<file path="src/rtl/seg_pkg.sv">
`default_nettype none
// +----------------------------------------------------------------------+
// | seg_pkg : 7-segment code table and occupancy encoding (rev 1.0)      |
// +----------------------------------------------------------------------+
package seg_pkg;

  // Active-low patterns, bit6=g .. bit0=a
  localparam logic [6:0] SEG_0     = 7'h40;
  localparam logic [6:0] SEG_1     = 7'h79;
  localparam logic [6:0] SEG_2     = 7'h24;
  localparam logic [6:0] SEG_3     = 7'h30;
  localparam logic [6:0] SEG_4     = 7'h19;
  localparam logic [6:0] SEG_5     = 7'h12;
  localparam logic [6:0] SEG_6     = 7'h02;
  localparam logic [6:0] SEG_7     = 7'h78;
  localparam logic [6:0] SEG_8     = 7'h00;
  localparam logic [6:0] SEG_9     = 7'h10;
  localparam logic [6:0] SEG_A     = 7'h08;
  localparam logic [6:0] SEG_B     = 7'h03;
  localparam logic [6:0] SEG_C     = 7'h46;
  localparam logic [6:0] SEG_D     = 7'h21;
  localparam logic [6:0] SEG_E     = 7'h06;
  localparam logic [6:0] SEG_F     = 7'h0E;
  localparam logic [6:0] SEG_BLANK = 7'h7F;

  localparam logic [1:0] OCC_EMPTY     = 2'd0;
  localparam logic [1:0] OCC_FULL      = 2'd1;
  localparam logic [1:0] OCC_FULL_PEND = 2'd2;

  // Returns {valid, nibble}; valid=0 for blank and for unknown codes.
  function automatic logic [4:0] seg_to_hex(input logic [6:0] seg);
    logic [4:0] res;
    res = 5'h00;
    case (seg)
      SEG_0:   res = 5'h10;
      SEG_1:   res = 5'h11;
      SEG_2:   res = 5'h12;
      SEG_3:   res = 5'h13;
      SEG_4:   res = 5'h14;
      SEG_5:   res = 5'h15;
      SEG_6:   res = 5'h16;
      SEG_7:   res = 5'h17;
      SEG_8:   res = 5'h18;
      SEG_9:   res = 5'h19;
      SEG_A:   res = 5'h1A;
      SEG_B:   res = 5'h1B;
      SEG_C:   res = 5'h1C;
      SEG_D:   res = 5'h1D;
      SEG_E:   res = 5'h1E;
      SEG_F:   res = 5'h1F;
      default: res = 5'h00;
    endcase
    return res;
  endfunction

endpackage
`default_nettype wire

</file>
<file path="src/rtl/seg_sync.sv">
`default_nettype none
// +----------------------------------------------------------------------+
// | seg_sync : 2-flop synchroniser, resets to all-ones (rev 1.0)         |
// +----------------------------------------------------------------------+
module seg_sync #(
  parameter int WIDTH = 7
) (
  input  logic             i_clk,
  input  logic             i_rst_n,
  input  logic [WIDTH-1:0] i_d,
  output logic [WIDTH-1:0] o_q
);

  logic [WIDTH-1:0] r_s1;
  logic [WIDTH-1:0] r_s2;

  always_ff @(posedge i_clk or negedge i_rst_n) begin
    if (!i_rst_n) begin
      r_s1 <= '1;
      r_s2 <= '1;
    end else begin
      r_s1 <= i_d;
      r_s2 <= r_s1;
    end
  end

  assign o_q = r_s2;

endmodule
`default_nettype wire

</file>
<file path="src/rtl/seg_decoder.sv">
`default_nettype none
// +----------------------------------------------------------------------+
// | seg_decoder : filters a 7-seg bus and streams decoded nibbles (rev 1.0)|
// +----------------------------------------------------------------------+
module seg_decoder
  import seg_pkg::*;
#(
  parameter int STABLE_CYCLES = 4,
  parameter int ERR_W         = 8
) (
  input  logic             i_clk,
  input  logic             i_rst_n,
  input  logic [6:0]       i_seg,
  input  logic             i_ready,
  output logic [3:0]       o_hex,
  output logic             o_valid,
  output logic             o_err,
  output logic             o_overrun,
  output logic [ERR_W-1:0] o_err_cnt
);

  localparam int              CNT_W     = (STABLE_CYCLES > 1) ? $clog2(STABLE_CYCLES) : 1;
  localparam logic [CNT_W-1:0] c_CNT_MAX = CNT_W'(STABLE_CYCLES - 1);

  logic [1:0]       r_rst_sync;
  logic             w_rst_n;
  logic [6:0]       w_s2;
  logic [6:0]       r_cand;
  logic [6:0]       r_last;
  logic [CNT_W-1:0] r_cnt;
  logic             w_evt;
  logic [4:0]       w_dec;
  logic             w_evt_digit;
  logic             w_evt_inv;
  logic             r_err;
  logic [ERR_W-1:0] r_err_cnt;
  logic [1:0]       r_occ;
  logic [1:0]       w_occ_nxt;
  logic             w_valid;
  logic             w_xfer;
  logic             w_ld_hex_evt;
  logic             w_ld_hex_pend;
  logic             w_ld_pend;
  logic             w_ovr;
  logic [3:0]       r_hex;
  logic [3:0]       r_pend;
  logic             r_ovr;

  // Reset asserts asynchronously but releases on a clock edge.
  always_ff @(posedge i_clk or negedge i_rst_n) begin
    if (!i_rst_n) r_rst_sync <= 2'b00;
    else          r_rst_sync <= {r_rst_sync[0], 1'b1};
  end
  assign w_rst_n = r_rst_sync[1];

  seg_sync #(.WIDTH(7)) u_sync (
    .i_clk   (i_clk),
    .i_rst_n (w_rst_n),
    .i_d     (i_seg),
    .o_q     (w_s2)
  );

  assign w_evt       = (r_cnt == c_CNT_MAX) && (r_cand != r_last);
  assign w_dec       = seg_to_hex(r_cand);
  assign w_evt_digit = w_evt & w_dec[4];
  assign w_evt_inv   = w_evt & ~w_dec[4] & (r_cand != SEG_BLANK);

  always_ff @(posedge i_clk or negedge w_rst_n) begin
    if (!w_rst_n) begin
      r_cand <= SEG_BLANK;
      r_last <= SEG_BLANK;
      r_cnt  <= '0;
    end else begin
      if (w_s2 != r_cand) begin
        r_cand <= w_s2;
        r_cnt  <= '0;
      end else if (r_cnt < c_CNT_MAX) begin
        r_cnt  <= r_cnt + 1'b1;
      end
      if (w_evt) r_last <= r_cand;
    end
  end

  always_ff @(posedge i_clk or negedge w_rst_n) begin
    if (!w_rst_n) begin
      r_err     <= 1'b0;
      r_err_cnt <= '0;
    end else begin
      r_err <= w_evt_inv;
      if (w_evt_inv && (r_err_cnt != '1)) r_err_cnt <= r_err_cnt + 1'b1;
    end
  end

  // Output/pending occupancy: state register
  always_ff @(posedge i_clk or negedge w_rst_n) begin
    if (!w_rst_n) r_occ <= OCC_EMPTY;
    else          r_occ <= w_occ_nxt;
  end

  assign w_xfer = w_valid & i_ready;

  always_comb begin
    w_occ_nxt = r_occ;
    case (r_occ)
      OCC_EMPTY:     if (w_evt_digit) w_occ_nxt = OCC_FULL;
      OCC_FULL:      if (w_xfer)      w_occ_nxt = w_evt_digit ? OCC_FULL : OCC_EMPTY;
                     else if (w_evt_digit) w_occ_nxt = OCC_FULL_PEND;
      OCC_FULL_PEND: if (w_xfer)      w_occ_nxt = w_evt_digit ? OCC_FULL_PEND : OCC_FULL;
      default:       w_occ_nxt = OCC_EMPTY;
    endcase
  end

  always_comb begin
    w_valid       = (r_occ != OCC_EMPTY);
    w_ld_hex_evt  = 1'b0;
    w_ld_hex_pend = 1'b0;
    w_ld_pend     = 1'b0;
    w_ovr         = 1'b0;
    case (r_occ)
      OCC_EMPTY: w_ld_hex_evt = w_evt_digit;
      OCC_FULL: begin
        if (w_xfer) w_ld_hex_evt = w_evt_digit;
        else        w_ld_pend    = w_evt_digit;
      end
      OCC_FULL_PEND: begin
        w_ld_pend = w_evt_digit;
        if (w_xfer) w_ld_hex_pend = 1'b1;
        else        w_ovr         = w_evt_digit;
      end
      default: w_valid = 1'b0;
    endcase
  end

  always_ff @(posedge i_clk or negedge w_rst_n) begin
    if (!w_rst_n) begin
      r_hex  <= 4'h0;
      r_pend <= 4'h0;
      r_ovr  <= 1'b0;
    end else begin
      if (w_ld_hex_evt)       r_hex <= w_dec[3:0];
      else if (w_ld_hex_pend) r_hex <= r_pend;
      if (w_ld_pend)          r_pend <= w_dec[3:0];
      r_ovr <= w_ovr;
    end
  end

  assign o_hex     = r_hex;
  assign o_valid   = w_valid;
  assign o_err     = r_err;
  assign o_overrun = r_ovr;
  assign o_err_cnt = r_err_cnt;

endmodule
`default_nettype wire

</file>
<file path="config.mk">
export PLATFORM = sky130hd
export DESIGN_NAME = seg_decoder
export DESIGN_NICKNAME = d
export VERILOG_FILES = /design/src/rtl/seg_pkg.sv /design/src/rtl/seg_sync.sv /design/src/rtl/seg_decoder.sv
export SDC_FILE = /design/constraint.sdc
export NUM_CORES = 1
export LEC_CHECK = 0
export ABC_AREA = 1
export CAP_MARGIN = 20
export CORE_MARGIN = 2
export CORE_UTILIZATION = 45
export CTS_BUF_LIST = sky130_fd_sc_hd__clkbuf_16
export DETAILED_ROUTE_END_ITERATION = 16
export PLACE_DENSITY = 0.66
export SYNTH_ARGS = -nofsm -noshare
export SYNTH_HDL_FRONTEND = slang
export SYNTH_SLANG_ARGS = --single-unit
</file>
<file path="constraint.sdc">
create_clock -name i_clk -period 3.2 [get_ports i_clk]
set_input_delay 0.96 -clock i_clk [delete_from_list [all_inputs] [get_ports i_clk]]
set_output_delay 0.96 -clock i_clk [all_outputs]
set_load 0.01 [all_outputs]
</file>
==> impl_metrics.csv <==
group,metric,value,unit
critical_path,criticalPathCategory,"register to output port",
layout,stdcell_area,2987,µm²
logic_synthesis,synth_cells,279,
placement,dpl.hpwl,3.086,mm
drt,first_pass_iters,4,
critical_path,end_kind,"output port",
pwr,vdd.ir_drop.worst,0.3557,mV
placement,place_inst,363,
logic_synthesis,ys_top_cells_by_area,"dfstp_2, dfrtp_1, nand2_1",
sta,finalCritPeriodShare,81.97,%
global_routing,grt_usage,16.02,%
drt,routed_wl,4.407,mm
logic_synthesis,synthDominantCellAreaShare,28.89,%
pwr,power.internal,0.001251,W
logic_synthesis,ys_ff_latch,52,
logic_synthesis,syn_avg_cell_area,9.126,µm²
logic_synthesis,yosysTopAreaCell,"dfstp_2",
drt,drt-initial-drc-count,105,
cts,cts_buffer_depth,2,
placement,place.gp.congestion,0.8929,
layout,drive_gt1_share,19.73,%
placement,io_buffers,24,
cts,numCtsBuffers,5,
drt,ant_nets,0,
flow_run,maxCapViolCount,0,
layout,nets,314,
cts,cts-root-buf,"clkbuf_16",
cts,post-cts-setup-buffers,0,
pwr,seqPwrFrac,45.5,%
floorplan,dieArea,6276,µm²
critical_path,rr_startpoint,"r_cand[2]",
logic_synthesis,synth_area,2546,µm²
cts,worstSkewPairLatency,0.28,ns
pwr,powerDensity,566.0,nW/µm²
critical_path,cp-start-kind,"register",
floorplan,dieHeight,79.22,µm
logic_synthesis,seq_area_frac_synth,52.48,%
critical_path,max_stage_delay,0.55,ns
pwr,pwr-share-clk,35.3,%
sta,maxSlewHeadroom,46.05,%
layout,utilization,54.57,%
global_routing,grt_antenna_before_repair,0,
critical_path,cp.arrival,1.66,ns
global_routing,grt_pass1_wl,8.066,mm
pwr,p_leak,1.363,nW
cts,clk_pin_slew_worst_paths,0.07,ns
floorplan,die_w,79.22,µm
critical_path,r2r_slack,0.96,ns
critical_path,required,2.24,ns
drt,wl_per_cell,11.88,µm
sta,worst_pin_slew,0.8092,ns
placement,place_area,2819,µm²
global_routing,grt_max_degree,38,
layout,diodes,0,
min_path,hp-class,"register to register",
drt,drc,0,
pwr,p_sw_share,26.02,%
drt,vias,1802,
sta,period_minus_slack,2.623,ns
cts,holdBufCountCts,0,
floorplan,start_util,46.52,%
cts,post_cts_resized,0,
min_path,min-delay-start,"r_rst_sync[0]",
critical_path,crit_chain,"inv_1, ha_1, clkdlybuf4s50_1",
sta,finalSetupViolations,0,
global_routing,grt_pass1_vias,1851,
cts,cts_tree,"done",
global_routing,grt_remaining_overflow,0,
logic_synthesis,ys_types,30,
pwr,switchingPower,0.0004398,W
sta,rsz0062_at_grt,"no",
floorplan,rows,27,
drt,vias_per_cell,4.857,
sta,final-max-slew-violation-count,0,
logic_synthesis,synth_fp_nets,295,
cts,cts_htree_levels,2,
sta,fin_worst_skew,0.005210,ns
sta,hold_viol_final,0,
critical_path,r2r_cells,11,
layout,areaGrowthSynthToFinish,17.30,%
critical_path,critPathMaxFanout,4,
min_path,holdPathStages,0,
cts,clock-sinks,52,
run_status,outcome,"completed",
critical_path,r2r-end,"o_err_cnt[5]",
sta,finalSetupTns,0,ns
floorplan,core_area,5473,µm²
sta,fmax,381.2,MHz
layout,finalNonFillerCells,371,
critical_path,slowest_stage,"clkdlybuf4s50_1",
min_path,whs_endpoint,"r_rst_sync[1]",
logic_synthesis,yosysWarnings,0,
floorplan,ios,25,
pwr,combPwrFrac,19.1,%
flip-flops by register name, summed over array words and instances (netlist names):
register,flops
r_occ,2
r_last,7
r_cand,7
o_err_cnt,8
r_cnt,2
o_overrun,1
o_hex,4
u_sync.o_q,7
u_sync.r_s1,7
r_pend,4
o_err,1
r_rst_sync,2
layer usage:
metal  vias to the layer above  global-route usage [%]  share of wire (%)
met5                         -                       0                  0
met4                         0                   4.138               0.75
met3                         4                   3.409                3.4
met2                        27                   27.20                 49
met1                       855                   20.89                 47
li1                        916                       -                  -
logic make-up after synthesis:
group	count (synthesis)	share of synthesized area (%)
AO/OA/AOI/OAI	22	4.914
multiplexers	4	1.769
adder cells (fa/ha/maj)	6	2.948
buffers and inverters	34	5.848
other	1	0.1473
AND/OR/NAND/NOR	139	24.67
XOR/XNOR	21	7.224
flip-flops	52	52.48
cells in the mapped netlist, drive strengths merged:
master   n
nand2   81
nor2    29
dfstp   28
dfrtp   24
inv     20
o21ai   20
xor2    14
nand3   11
clkbuf   8
nor3     8
xnor2    7
buf      6
ha       6
nand4    5
mux2     4
nand3b   3
nor4     2
a21oi    1
conb     1
o311ai   1
placed cells by master (no fill, tap or decap), types with 3 or more instances in the layout:
cell              n
nor2_1           24
clkbuf_16         5
nand3_1           9
clkdlybuf4s50_1  24
o21ai_2           3
ha_1              6
o21ai_0          17
dfstp_2          28
inv_1            18
dfrtp_1          23
nand3b_1          3
nand2_2           3
xnor2_1           7
nor3_1            7
nand4_1           5
mux2_2            4
xor2_1           14
nand2_1          77
nor2_2            4
worst max-delay path, delay by kind of cell (launching register included):
| kind | cells | cell delay (ns) |
|---|---|---|
| buf+inv | 2 | 0.64 |
| flops | 1 | 0.41 |
| fa+ha+maj | 1 | 0.34 |
through the flow:
step	setup WS (ns)	power [W]	hold slack, ns
after floorplan	1.294	0.0009856	0.3312
after global placement	0.6734	0.001102	0.3324
after detailed placement	0.6556	0.001107	0.3417
after CTS	0.5699	0.001710	0.3539
after global routing	0.5145	0.001791	0.3576
final	0.5769	0.001690	0.3502
power groups by stage:
| stage | clock network, W | logic [W] | registers, W |
|---|---|---|---|
| after floorplan | 0 | 0.000207 | 0.000779 |
| after global placement | 0 | 0.000321 | 0.000781 |
| after detailed placement | 0 | 0.000325 | 0.000782 |
| after global routing | 0.000640 | 0.000371 | 0.000779 |
| after CTS | 0.000612 | 0.000326 | 0.000772 |
| final | 0.000597 | 0.000323 | 0.000770 |
how the worst max path moves through the flow:
stage | cells past startpoint | endpoint | start | slack [ns]
3_5_place_dp | 6 | o_hex[1] | i_ready | 0.66
3_3_place_gp | 6 | o_hex[2] | i_ready | 0.67
2_1_floorplan | 5 | o_hex[0] | i_ready | 1.29
4_1_cts | 3 | o_valid | r_occ[0] | 0.57
6_report | 3 | o_valid | r_occ[0] | 0.58
5_1_grt | 3 | o_valid | r_occ[0] | 0.51
area by class of cell:
cell class | instances | area (µm²)
Fill cell | 517 | 2486
Sequential cell | 52 | 1338
Multi-Input combinational cell | 193 | 1061
Timing Repair Buffer | 26 | 255.2
Clock buffer | 5 | 125.1
Tap cell | 72 | 90.09
Inverter | 20 | 75.07
Clock inverter | 3 | 42.54
Power figures use the tool's default switching activity.
